[src/rtl/spram_bank_sched.sv]
// Two-bank (even/odd interleaved) single-port RAM FIFO scheduler with push staging and read/write arbitration.
// Optional macro SPRAM_SCHED_STATS_EN adds the conflict_cnt output (lost-arbitration cycle counter).
module spram_bank_sched #(
    parameter int DATA_WIDTH = 8,
    parameter int ADDR_WIDTH = 3
) (
    input  logic                  clk,
    input  logic                  rst,
    input  logic                  wr_valid,
    input  logic [DATA_WIDTH-1:0] wr_data,
    output logic                  wr_ready,
    input  logic                  rd_req,
    output logic                  rd_ack,
    output logic [DATA_WIDTH-1:0] rd_data,
    output logic                  rd_data_valid,
    output logic                  r_err,
    output logic                  full,
    output logic                  empty,
    output logic [ADDR_WIDTH:0]   count,
    output logic                  ena0,
    output logic                  we0,
    output logic [ADDR_WIDTH-2:0] addr0,
    output logic [DATA_WIDTH-1:0] din0,
    input  logic [DATA_WIDTH-1:0] dout0,
    output logic                  ena1,
    output logic                  we1,
    output logic [ADDR_WIDTH-2:0] addr1,
    output logic [DATA_WIDTH-1:0] din1,
`ifdef SPRAM_SCHED_STATS_EN
    output logic [15:0]           conflict_cnt,
`endif
    input  logic [DATA_WIDTH-1:0] dout1
);

    localparam int PW = ADDR_WIDTH + 1;
    localparam logic [0:0]    RD_PRI   = 1'b0;
    localparam logic [0:0]    WR_PRI   = 1'b1;
    localparam logic [PW-1:0] FULL_CNT = {1'b1, {ADDR_WIDTH{1'b0}}};
    localparam logic [PW-1:0] ZERO_CNT = {PW{1'b0}};
    localparam logic [PW-1:0] ONE_PTR  = {{ADDR_WIDTH{1'b0}}, 1'b1};

    logic [PW-1:0]         wr_ptr_r, rd_ptr_r, count_r;
    logic [PW-1:0]         wr_ptr_s, rd_ptr_s, count_s;
    logic                  full_r, empty_r;
    logic                  wbuf_valid_r;
    logic [DATA_WIDTH-1:0] wbuf_data_r;
    logic [0:0]            pri_r, pri_s;
    logic                  rd_bank_r, rd_valid_r, r_err_r;
    logic [ADDR_WIDTH-2:0] addr0_r, addr1_r, addr0_s, addr1_s;
    logic [DATA_WIDTH-1:0] din0_r, din1_r, din0_s, din1_s;
    logic                  ena0_s, ena1_s, we0_s, we1_s;
    logic                  rd_cand_s, wr_cand_s, conflict_s;
    logic                  rd_issue_s, wr_issue_s, push_s;
    logic [ADDR_WIDTH-2:0] rd_row_s, wr_row_s;

    assign rd_row_s = rd_ptr_r[ADDR_WIDTH-1:1];
    assign wr_row_s = wr_ptr_r[ADDR_WIDTH-1:1];

    // Candidate qualification and same-bank arbitration; reset blocks all issue.
    always_comb begin
        rd_cand_s  = rd_req && !empty_r && !rst;
        wr_cand_s  = wbuf_valid_r && !full_r && !rst;
        conflict_s = rd_cand_s && wr_cand_s && (wr_ptr_r[0] == rd_ptr_r[0]);
        if (conflict_s) begin
            rd_issue_s = (pri_r == RD_PRI);
            wr_issue_s = (pri_r == WR_PRI);
        end else begin
            rd_issue_s = rd_cand_s;
            wr_issue_s = wr_cand_s;
        end
        push_s = wr_valid && !wbuf_valid_r && !rst;
    end

    // Priority FSM: a read win under conflict hands priority to the write; any write issue restores read priority.
    always_comb begin
        pri_s = pri_r;
        if (wr_issue_s) begin
            pri_s = RD_PRI;
        end else begin
            case (pri_r)
                RD_PRI:  pri_s = conflict_s ? WR_PRI : RD_PRI;
                WR_PRI:  pri_s = WR_PRI;
                default: pri_s = RD_PRI;
            endcase
        end
    end

    // Next pointer values; count and flags are registered from these.
    always_comb begin
        wr_ptr_s = wr_ptr_r;
        rd_ptr_s = rd_ptr_r;
        if (wr_issue_s) begin
            wr_ptr_s = wr_ptr_r + ONE_PTR;
        end else begin
            wr_ptr_s = wr_ptr_r;
        end
        if (rd_issue_s) begin
            rd_ptr_s = rd_ptr_r + ONE_PTR;
        end else begin
            rd_ptr_s = rd_ptr_r;
        end
        count_s = wr_ptr_s - rd_ptr_s;
    end

    // Per-bank port steering; an idle bank keeps its last addr/din.
    always_comb begin
        ena0_s = 1'b0; we0_s = 1'b0; addr0_s = addr0_r; din0_s = din0_r;
        ena1_s = 1'b0; we1_s = 1'b0; addr1_s = addr1_r; din1_s = din1_r;
        if (wr_issue_s && !wr_ptr_r[0]) begin
            ena0_s = 1'b1; we0_s = 1'b1; addr0_s = wr_row_s; din0_s = wbuf_data_r;
        end else if (rd_issue_s && !rd_ptr_r[0]) begin
            ena0_s = 1'b1; addr0_s = rd_row_s;
        end else begin
            ena0_s = 1'b0;
        end
        if (wr_issue_s && wr_ptr_r[0]) begin
            ena1_s = 1'b1; we1_s = 1'b1; addr1_s = wr_row_s; din1_s = wbuf_data_r;
        end else if (rd_issue_s && rd_ptr_r[0]) begin
            ena1_s = 1'b1; addr1_s = rd_row_s;
        end else begin
            ena1_s = 1'b0;
        end
    end

    // Read data comes straight from the bank selected on the issuing cycle.
    always_comb begin
        if (rd_valid_r) begin
            rd_data = rd_bank_r ? dout1 : dout0;
        end else begin
            rd_data = {DATA_WIDTH{1'b0}};
        end
    end

    // Scheduler state registers.
    always_ff @(posedge clk) begin
        if (rst) begin
            wr_ptr_r     <= ZERO_CNT;
            rd_ptr_r     <= ZERO_CNT;
            count_r      <= ZERO_CNT;
            full_r       <= 1'b0;
            empty_r      <= 1'b1;
            wbuf_valid_r <= 1'b0;
            wbuf_data_r  <= {DATA_WIDTH{1'b0}};
            pri_r        <= RD_PRI;
            rd_bank_r    <= 1'b0;
            rd_valid_r   <= 1'b0;
            r_err_r      <= 1'b0;
            addr0_r      <= {(ADDR_WIDTH-1){1'b0}};
            addr1_r      <= {(ADDR_WIDTH-1){1'b0}};
            din0_r       <= {DATA_WIDTH{1'b0}};
            din1_r       <= {DATA_WIDTH{1'b0}};
        end else begin
            wr_ptr_r   <= wr_ptr_s;
            rd_ptr_r   <= rd_ptr_s;
            count_r    <= count_s;
            full_r     <= (count_s == FULL_CNT);
            empty_r    <= (count_s == ZERO_CNT);
            pri_r      <= pri_s;
            rd_valid_r <= rd_issue_s;
            r_err_r    <= rd_req && empty_r;
            addr0_r    <= addr0_s;
            addr1_r    <= addr1_s;
            din0_r     <= din0_s;
            din1_r     <= din1_s;
            if (rd_issue_s) begin
                rd_bank_r <= rd_ptr_r[0];
            end else begin
                rd_bank_r <= rd_bank_r;
            end
            if (push_s) begin
                wbuf_valid_r <= 1'b1;
                wbuf_data_r  <= wr_data;
            end else if (wr_issue_s) begin
                wbuf_valid_r <= 1'b0;
            end else begin
                wbuf_valid_r <= wbuf_valid_r;
            end
        end
    end

`ifdef SPRAM_SCHED_STATS_EN
    logic [15:0] conflict_cnt_r;

    // Exactly one candidate loses in every conflict cycle; saturating count.
    always_ff @(posedge clk) begin
        if (rst) begin
            conflict_cnt_r <= 16'h0000;
        end else if (conflict_s && (conflict_cnt_r != 16'hFFFF)) begin
            conflict_cnt_r <= conflict_cnt_r + 16'h0001;
        end else begin
            conflict_cnt_r <= conflict_cnt_r;
        end
    end

    assign conflict_cnt = conflict_cnt_r;
`endif

    assign wr_ready      = !wbuf_valid_r && !rst;
    assign rd_ack        = rd_issue_s;
    assign rd_data_valid = rd_valid_r;
    assign r_err         = r_err_r;
    assign full          = full_r;
    assign empty         = empty_r;
    assign count         = count_r;
    assign ena0          = ena0_s;
    assign we0           = we0_s;
    assign addr0         = addr0_s;
    assign din0          = din0_s;
    assign ena1          = ena1_s;
    assign we1           = we1_s;
    assign addr1         = addr1_s;
    assign din1          = din1_s;

endmodule

[config.mk]
export PLATFORM = sky130hd
export DESIGN_NAME = spram_bank_sched
export DESIGN_NICKNAME = d
export VERILOG_FILES = /design/src/rtl/spram_bank_sched.sv
export SDC_FILE = /design/constraint.sdc
export NUM_CORES = 1
export LEC_CHECK = 0
export CORE_MARGIN = 10
export CORE_UTILIZATION = 41
export CTS_CLUSTER_SIZE = 25
export DETAILED_ROUTE_END_ITERATION = 12
export PLACE_DENSITY = 0.75
export SLEW_MARGIN = 20
export SYNTH_ARGS = -nofsm -noshare
export SYNTH_HDL_FRONTEND = slang
export SYNTH_SLANG_ARGS = --single-unit
[constraint.sdc]
create_clock -name clk -period 2.7 [get_ports clk]
set_input_delay 0.54 -clock clk [delete_from_list [all_inputs] [get_ports clk]]
set_output_delay 0.54 -clock clk [all_outputs]
set_load 0.005 [all_outputs]
==> impl.org <==
** Flow run
- Across the run, the number of max-cap violations was 0.

** Timing
- Final Max Slew Viols :: 0
- Fmax :: 377 MHz
- Number of endpoints with negative hold slack in the final report :: 0
- The worst path needs 2.65 ns of the cycle, external delays included.
- Worst slew margin relative to its limit :: 0.672
- At the pin with the least slew margin, the transition time is 0.492 ns.
- Setup violations remaining at the end of the flow were counted as 0.
- Clock skew on the completed layout was measured at 0.0131 ns.
- Setup repair after global routing could not meet its margin everywhere.
- Total negative setup slack :: 0 ns
- In the finished design, the share of the clock period the worst path needs comes to 0.981.

** Die
- Placement row count :: 26
- 70 I/O pins were placed.
- Die height :: 91.6 um
- Die area :: 8400 um^2
- Initial core utilization :: 0.417
- After floorplanning, the core was sized to cover 5040 um^2.
- The die is 91.6 um wide.

** Logic synthesis
- Of all cell types, the one taking the most synthesized area is sky130_fd_sc_hd__dfxtp_1.
- Async S/R FF share, synth :: 0
- Count of unique library cells instantiated by Yosys :: 29
- Total number of yosys warnings :: 0
- Synthesized net count :: 253
- Avg Cell Area, Syn :: 9.78 um^2
- After synthesis, the cell types taking the most area are sky130_fd_sc_hd__dfxtp_1 45%, sky130_fd_sc_hd__nor2b_1 8.9%, sky130_fd_sc_hd__mux2_2 8.6%.
- After synthesis the netlist holds a flip-flop and latch count of 47.
- Post-Synthesis Cell Area :: 2100 um^2
- Count of flip-flops with a built-in enable after synthesis :: 0
- Of the synthesized area, sequential elements account for 0.447.
- Most instantiated flip-flop cell in the synthesis netlist :: sky130_fd_sc_hd__dfxtp_1
- Synthesis produced a netlist whose cell count is 215.
- Of the post-synthesis cell area, the dominant cell type holds 0.447.

** Global routing
- Entering global routing, the biggest net connects 47 pins.
- The first global-routing pass estimated 9.39 mm of wire.
- Via count of the first global-routing pass :: 1886
- GRT Resource Usage Total :: 0.135
- Total grt overflow :: 0
- The initial antenna violation count was 0.

** Routing
- The first detailed-routing pass ran for 4 iterations.
- After detailed routing, the average wire length per cell comes to 14.7 um.
- Once detail routing completed, the nets flagged for antenna violations numbered 0.
- Vias :: 1824
- In this run, the number of DRC markers left after iteration 0 of detailed routing was 90.
- Total wire length :: 5.63 mm
- Via density per instance :: 4.77
- In the routed design, unresolved DRC markers number 0.

** Pwr
- Largest voltage drop on the vdd net :: 0.000416 V
- Sequential share of power :: 0.452
- Share of total power consumed by net switching :: 0.252
- The analysis attributes to cell leakage a power of 1.40 nW.
- Combinational share of power :: 0.225
- Summed over all nets, the switching power comes to 0.427 mW.
- The share of total power dissipated in the clock network is 0.323.
- Cell internal power was estimated by the tool at 1.27 mW.
- Power density over the cells :: 518 nW/um^2

** Critical path
- STA classifies the critical path endpoint as an output pin.
- The worst setup path is launched from a register.
- In this run the worst path has a maximum fanout of 3.
- CP Data Arrival Time :: 2.11 ns
- Required time at the endpoint of the critical path :: 2.16 ns
- Critical path class :: register to output pin

** CTS
- TritonCTS Sinks :: 47
- Clk Tree Root Cell :: sky130_fd_sc_hd__clkbuf_8
- Bufs on Longest Clock Path :: 2
- Cts bufs inserted :: 5
- Clock-pin slew was measured on the worst setup and hold paths at 0.09 ns.
- Hold Buf Count CTS :: 0
- H-tree levels :: 2
- TritonCTS built the clock tree.
- Clock latency on the worst-skew pair, taken at its later pin, is 0.30 ns.

** Layout
- Finished Layout Cells :: 382
- In the final layout, the share of cells above drive strength 1 is 0.298.
- 0 antenna diodes ended up in the layout.
- Final core occ :: 0.650
- The finished cells cover 3280 um^2.
- P&R area growth vs syn :: 55.8%
- The net count of the finished layout is 349.
- Layout filler cell count :: 418

** Place
- Final estimated routing congestion in global placement :: 0.788
- Post-DP Area :: 3020 um^2
- Hpwl dp :: 4.07 mm
- In this run, placement finished with an instance count of 364.
- # port buffers :: 69

** Status
- Status :: finished clean

** Min path
- The path class of the tightest hold or removal check is register to register.
timing repair:
item,4_1_cts,5_1_grt
pin swaps,9,5
buffers inserted,11,1
gates resized for setup,99,11
endpoints found under the setup margin,30,21
worst max-delay path, stage by stage (launching register included):
cell	delay [ns]
sky130_fd_sc_hd__dfxtp_2	0.36
sky130_fd_sc_hd__xnor2_4	0.16
sky130_fd_sc_hd__a211oi_4	0.29
sky130_fd_sc_hd__ha_2	0.26
sky130_fd_sc_hd__buf_4	0.14
sky130_fd_sc_hd__mux2_2	0.34
sky130_fd_sc_hd__dlygate4sd2_1	0.27
state kept, by name, summed over array words and instances, names as in the netlist:
signal	flops
addr0_r	2
addr1_r	2
count	4
din0_r	8
din1_r	8
empty	1
full	1
pri_r	1
r_err	1
rd_bank_r	1
rd_data_valid	1
rd_ptr_r	4
wbuf_data_r	8
wbuf_valid_r	1
wr_ptr_r	4
power groups by stage:
stage / clock network (mW) / registers, mW / logic (mW)
2_1_floorplan: 0 / 0.770 / 0.147
3_3_place_gp: 0 / 0.772 / 0.339
3_5_place_dp: 0 / 0.772 / 0.346
4_1_cts: 0.555 / 0.762 / 0.384
5_1_grt: 0.580 / 0.773 / 0.418
6_report: 0.548 / 0.767 / 0.381
logic make-up after synthesis:
kind of cell,count (synthesis),synth area share
XOR/XNOR,7,0.0369
AND/OR/NAND/NOR,83,0.211
multiplexers,30,0.152
AO/OA/AOI/OAI,23,0.0625
buffers and inverters,15,0.0268
adder cells (fa/ha/maj),10,0.0631
flip-flops,47,0.447
cell type report:
class                      count  area [um^2]  share of cell area
sequential                    47          946               0.289
clock buffer                   6         82.6              0.0252
timing repair buffer          99          868               0.265
inverter                       5         18.8             0.00573
multi-input combinational    153         1230               0.377
tap                           70         87.6              0.0267
clock inverter                 2         38.8              0.0118
metal layers:
layer	GRT usage	vias up	routed length, um
met1	0.160	867	2580
met4	0.0483	0	90
met2	0.224	45	2660
met3	0.0432	7	295
met5	0	-	0
li1	-	905	-
per-stage QoR:
step / total power [mW] / hold WS, ns / setup WS (ns)
after floorplan: 0.917 / 0.442 / 0.0167
after global placement: 1.11 / 0.458 / -0.674
after detailed placement: 1.12 / 0.467 / -0.716
after CTS: 1.70 / 0.477 / -0.00514
after global routing: 1.77 / 0.491 / -0.0237
final: 1.70 / 0.479 / 0.0506
cells in the final DEF (no fill, tap or decap), types with 2 or more instances in the layout:
cell type,count
sky130_fd_sc_hd__buf_6,5
sky130_fd_sc_hd__inv_1,5
sky130_fd_sc_hd__nor2_1,12
sky130_fd_sc_hd__nand3_1,2
sky130_fd_sc_hd__xnor2_1,2
sky130_fd_sc_hd__ha_4,2
sky130_fd_sc_hd__nand2_1,25
sky130_fd_sc_hd__mux2_2,12
sky130_fd_sc_hd__buf_12,2
sky130_fd_sc_hd__nor2b_1,29
sky130_fd_sc_hd__ha_2,2
sky130_fd_sc_hd__buf_4,22
sky130_fd_sc_hd__clkbuf_8,6
sky130_fd_sc_hd__ha_1,5
sky130_fd_sc_hd__buf_2,17
sky130_fd_sc_hd__clkdlybuf4s50_1,44
sky130_fd_sc_hd__dfxtp_2,4
sky130_fd_sc_hd__mux2_4,4
sky130_fd_sc_hd__or2_2,2
sky130_fd_sc_hd__o21ai_1,5
sky130_fd_sc_hd__xor2_1,2
sky130_fd_sc_hd__a21oi_1,11
sky130_fd_sc_hd__dfxtp_1,43
sky130_fd_sc_hd__nand2b_1,3
sky130_fd_sc_hd__mux2i_1,14
sky130_fd_sc_hd__dlygate4sd2_1,7
cells in the mapped netlist (2+ instances only):
library cell,n
sky130_fd_sc_hd__dfxtp_1,47
sky130_fd_sc_hd__mux2_2,16
sky130_fd_sc_hd__mux2i_1,14
sky130_fd_sc_hd__nand3_1,2
sky130_fd_sc_hd__clkbuf_1,10
sky130_fd_sc_hd__xnor2_1,3
sky130_fd_sc_hd__nor2_1,12
sky130_fd_sc_hd__or2_2,2
sky130_fd_sc_hd__a31oi_1,2
sky130_fd_sc_hd__xor2_1,3
sky130_fd_sc_hd__inv_1,5
sky130_fd_sc_hd__a211oi_1,2
sky130_fd_sc_hd__nand2b_1,4
sky130_fd_sc_hd__o21ai_0,6
sky130_fd_sc_hd__ha_1,9
sky130_fd_sc_hd__nor2b_1,30
sky130_fd_sc_hd__nand2_1,26
sky130_fd_sc_hd__a21oi_1,11
worst paths after layout:
path | endpoint | slack, ns | from | depth (start not counted)
min reg2reg | wbuf_data_r[2] | 0.48 | wbuf_data_r[2] | 2
max | din0[2] | 0.05 | rd_ptr_r[0] | 6
max reg2reg | full | 0.20 | rd_ptr_r[0] | 12
min | wbuf_data_r[2] | 0.48 | wbuf_data_r[2] | 2
Note: power is estimated with default switching activity, not from simulation.
